File: src/rtl/down_counter_tff.sv
`default_nettype none
// ============================================================================
// Module      : down_counter_tff (with helper down_counter_tff_tflop)
// Description : 4-bit fully synchronous binary down counter built from four
//               T flip-flops on a common clock. Counts 15..0 and wraps.
//               State bits are exposed individually as Q4 (MSB) .. Q1 (LSB).
// Revision    : 1.0 - initial release
// ============================================================================

// ----------------------------------------------------------------------------
// Single T flip-flop with synchronous active-high reset to RESET_VALUE.
// ----------------------------------------------------------------------------
module down_counter_tff_tflop #(
    parameter logic RESET_VALUE = 1'b0
) (
    input  logic clk,
    input  logic rst,
    input  logic t,
    output logic q
);

    logic r_q;

    // Reset wins over toggling; otherwise toggle when t is high, hold when low.
    always_ff @(posedge clk) begin
        if (rst) begin
            r_q <= RESET_VALUE;
        end else if (t) begin
            r_q <= ~r_q;
        end
    end

    assign q = r_q;

endmodule

// ----------------------------------------------------------------------------
// Counter top level: four T flops, each toggling when every lower bit is 0,
// which is exactly the borrow chain of a binary decrement.
// ----------------------------------------------------------------------------
module down_counter_tff #(
    parameter logic [3:0] RESET_VALUE = 4'b0000
) (
    input  logic clk,
    input  logic rst,
    output logic Q4,
    output logic Q3,
    output logic Q2,
    output logic Q1
);

    localparam int c_WIDTH = 4;

    logic [c_WIDTH-1:0] w_q;
    logic [c_WIDTH-1:0] w_t;

    // The LSB always toggles.
    assign w_t[0] = 1'b1;

    // Higher bits toggle only when all lower bits are zero (borrow ripples
    // through). Each term depends on flop outputs only, so there is no
    // combinational path from any input to the outputs.
    generate
        for (genvar i = 1; i < c_WIDTH; i++) begin : g_toggle
            assign w_t[i] = ~|w_q[i-1:0];
        end
    endgenerate

    // One flop per state bit, all on the same clock edge.
    generate
        for (genvar i = 0; i < c_WIDTH; i++) begin : g_tff
            down_counter_tff_tflop #(
                .RESET_VALUE (RESET_VALUE[i])
            ) u_tff (
                .clk (clk),
                .rst (rst),
                .t   (w_t[i]),
                .q   (w_q[i])
            );
        end
    endgenerate

    assign Q4 = w_q[3];
    assign Q3 = w_q[2];
    assign Q2 = w_q[1];
    assign Q1 = w_q[0];

endmodule

`default_nettype wire

File: config.mk
export PLATFORM = sky130hd
export DESIGN_NAME = down_counter_tff
export DESIGN_NICKNAME = d
export VERILOG_FILES = /design/src/rtl/down_counter_tff.sv
export SDC_FILE = /design/constraint.sdc
export NUM_CORES = 1
export LEC_CHECK = 0
export ABC_CLOCK_PERIOD_IN_PS = 1100
export CAP_MARGIN = 20
export CORE_AREA = 2 2 39 41
export CTS_CLUSTER_DIAMETER = 150
export DETAILED_ROUTE_END_ITERATION = 6
export DIE_AREA = 0 0 41 43
export GPL_ROUTABILITY_DRIVEN = 1
export PLACE_DENSITY_LB_ADDON = 0.3
export SLEW_MARGIN = 20
export SYNTH_ARGS = -nofsm -noshare
export SYNTH_HDL_FRONTEND = slang
export SYNTH_SLANG_ARGS = --single-unit
File: constraint.sdc
create_clock -name clk -period 1.1 [get_ports clk]
set_input_delay 0.22 -clock clk [delete_from_list [all_inputs] [get_ports clk]]
set_output_delay 0.22 -clock clk [all_outputs]
set_load 0.01 [all_outputs]
==> flow_metrics.py <==
metrics = {
    "status": {
        "outcome": "completed",
    },
    "global_routing": {
        "grt_max_degree": 5,
        "grt_pass1_wl_um": 414,
        "grt_overflow_total": 0,
        "antenna_found_initial": 0,
        "grt_pass1_vias": 117,
        "grt_use_total": 0.0431,
    },
    "drt": {
        "detail-route-antenna-nets": 0,
        "drt_iter0_drc": 0,
        "routedWlPerCell_um": 7.05,
        "firstDrtPassIters": 1,
        "routed_wl_um": 282,
        "vias": 135,
        "viasPerCell": 3.38,
        "post-route-drc-count": 0,
    },
    "yosys": {
        "synthAdderAreaFrac": 0,
        "postSynthAreaPerCell_um2": 10.3,
        "ys_seq_area_frac": 0.598,
        "synthSimpleGateAreaFrac": 0.168,
        "synth_cell_type_count": 8,
        "synthMuxAreaShare": 0,
        "ys_seq_elements": 4,
        "yosys-top-cells-area": "dfxtp_1 (60%), a21oi_1 (7.5%), xor2_1 (6.5%)",
        "ys_warn_count": 0,
        "synth_compound_area_frac": 0.168,
        "synthXorXnorAreaFrac": 0.0654,
        "synth_fp_nets": 15,
        "synth_top_area_share": 0.598,
        "synth_top_family_by_area": "compound AO/OA/AOI/OAI gates",
        "yosys.area.top_type": "dfxtp_1",
        "syn_inst": 13,
        "syn_area_um2": 134,
    },
    "setup_path": {
        "crit_path_cell_trace": "buf_4 -> or3_2 -> a21oi_2",
        "worst-path-max-fanout": 4,
        "r2r_end": "g_tff[2].u_tff.q",
        "critPathKind": "flip-flop to flip-flop",
        "crit_slowest_cell": "or3_2",
        "r2r_slack_ns": 0.06,
        "startpoint_type": "flip-flop",
        "timing.rr.start": "g_tff[2].u_tff.q",
        "cp_data_required_time_ns": 1.27,
        "cp_top_family": "simple AND/OR/NAND/NOR gates",
        "rr_worst_depth": 3,
        "cp_num_buf_inv": 1,
        "critPathLaunch": "g_tff[2].u_tff.q",
        "critical_path.max_stage_delay_ns": 0.42,
        "endpoint_kind": "flip-flop",
        "crit_arrival_ns": 1.21,
    },
    "die": {
        "dieArea_um2": 1760,
        "rows": 14,
        "fp.dieH_um": 43,
        "fp.coreArea_um2": 1380,
        "start_util": 0.0967,
        "ioPinCount": 6,
        "die_w_um": 41,
    },
    "power": {
        "power_uw": 445,
        "power.density_nw_per_um2": 1840,
        "peakVddDrop_mv": 0.357,
        "p_leak_nw": 0.108,
    },
    "timing": {
        "fin_crit_ns": 1.04,
        "worst_slew_pin_slew_ns": 0.196,
        "rsz0062_at_grt": "no",
        "slew_viol_final": 0,
        "fin_skew_ns": 0.00123,
        "fin_crit_sh": 0.947,
        "worst_slack_ns": 0.0585,
        "max_freq_mhz": 960,
        "finalSetupViolations": 0,
        "hold_viol_final": 0,
        "maxSlewHeadroom": 0.868,
    },
    "cts": {
        "clockBufferDepth": 2,
        "cts_tree": "yes",
        "root_buffer": "clkbuf_4",
        "ctsHtreeMaxLevel": 1,
        "post_cts_buffers": 0,
        "cts_buffers": 3,
        "clkLatencyLatePin_ns": 0.23,
        "path_clk_slew_ns": 0.04,
        "cts_sinks": 4,
    },
    "cells_and_area": {
        "drive_gt1_frac": 0.417,
        "largest_reg_flops": 4,
        "syn_to_final_growth_pct": 80.4,
        "nets": 28,
        "antenna_cells": 0,
        "nFillCells": 159,
    },
    "min_path": {
        "min_path_cells": 2,
        "hp-class": "flip-flop to flip-flop",
        "holdPathEnd": "g_tff[3].u_tff.q",
        "hp-start": "g_tff[3].u_tff.q",
    },
    "job": {
        "cap_violations": 0,
    },
    "place": {
        "pre_cts_ws_ns": -0.0239,
        "place_congestion": 0.512,
        "portBuffers": 5,
    },
}
-- routing by layer --
metal | up-vias | global-route usage | routed length [um]
li1 | 70 | - | -
met1 | 57 | 0.0383 | 129
met2 | 8 | 0.0406 | 102
met3 | 0 | 0.0628 | 50
met4 | 0 | 0.0400 | 0
met5 | - | 0 | 0
-- layout make-up --
cell class | count | area [um2] | area share
flip-flops and latches | 4 | 80.1 | 0.332
repair buffers | 8 | 61.3 | 0.254
well taps | 16 | 20.0 | 0.0829
clock buffers | 3 | 22.5 | 0.0933
multi-input cells | 9 | 57.6 | 0.238
-- where the power goes --
group | internal, mW | total, mW | leakage (nW) | switching (mW)
Combinational | 0.0498 | 0.0876 | 0.0611 | 0.0378
Sequential | 0.164 | 0.176 | 0.0333 | 0.0122
Clock | 0.122 | 0.182 | 0.0138 | 0.0600
Total | 0.336 | 0.445 | 0.108 | 0.110
-- synthesized netlist by cell type --
cell     count
nor2_1       2
xor2_1       1
or3_2        1
o31ai_1      1
o21ai_0      1
or4_1        1
a21oi_1      2
dfxtp_1      4
-- worst register-to-register path, delay by kind of cell, from the launching register on --
| kind | cells | cell delay (ns) |
|---|---|---|
| simple gates | 1 | 0.42 |
| flops | 1 | 0.30 |
| buf+inv | 1 | 0.13 |
| compound gates | 1 | 0.13 |
-- repair_timing --
action | 4_1_cts | 5_1_grt
endpoints found under the setup margin | 4 | 4
resized for setup | 5 | 5
hold endpoints to repair | 0 | 0
hold buffers | 0 | 0
-- through the flow --
step / hold WS [ns] / instance area, um2 / cells / TNS, ns / util
final: 0.476 / 241 / 40 / 0 / 0.175
after global placement: 0.462 / 226 / 37 / -0.0111 / 0.164
after global routing: 0.499 / 241 / 40 / 0 / 0.175
after CTS: 0.475 / 245 / 40 / 0 / 0.177
after floorplan: 0.287 / 134 / 13 / 0 / -
after detailed placement: 0.472 / 226 / 37 / -0.0298 / 0.164
-- logic make-up (layout without fill, tap and decap cells) --
| family | Yosys count | after routing |
|---|---|---|
| flip-flops | 4 | 4 |
| XOR/XNOR | 1 | 1 |
| AND/OR/NAND/NOR | 4 | 4 |
| buffers and inverters | 0 | 11 |
| AO/OA/AOI/OAI | 4 | 4 |
-- layout by cell type, fill, tap and decap left out, drive strengths merged, types with 2 or more instances in the layout --
cell type  netlist  layout
nor2             2       2
dfxtp            4       4
clkbuf           0       5
buf              0       3
a21oi            2       2
-- how the worst max path moves through the flow --
| stage | end | slack (ns) | depth (start not counted) |
|---|---|---|---|
| floorplan | g_tff[3].u_tff.q | 0.05 | 2 |
| global placement | Q2 | -0.01 | 1 |
| detailed placement | Q2 | -0.02 | 1 |
| CTS | Q1 | 0.01 | 1 |
| global route | Q4 | 0.004 | 1 |
| finish | g_tff[2].u_tff.q | 0.06 | 3 |
No activity file was read; power rests on OpenSTA's default activity.
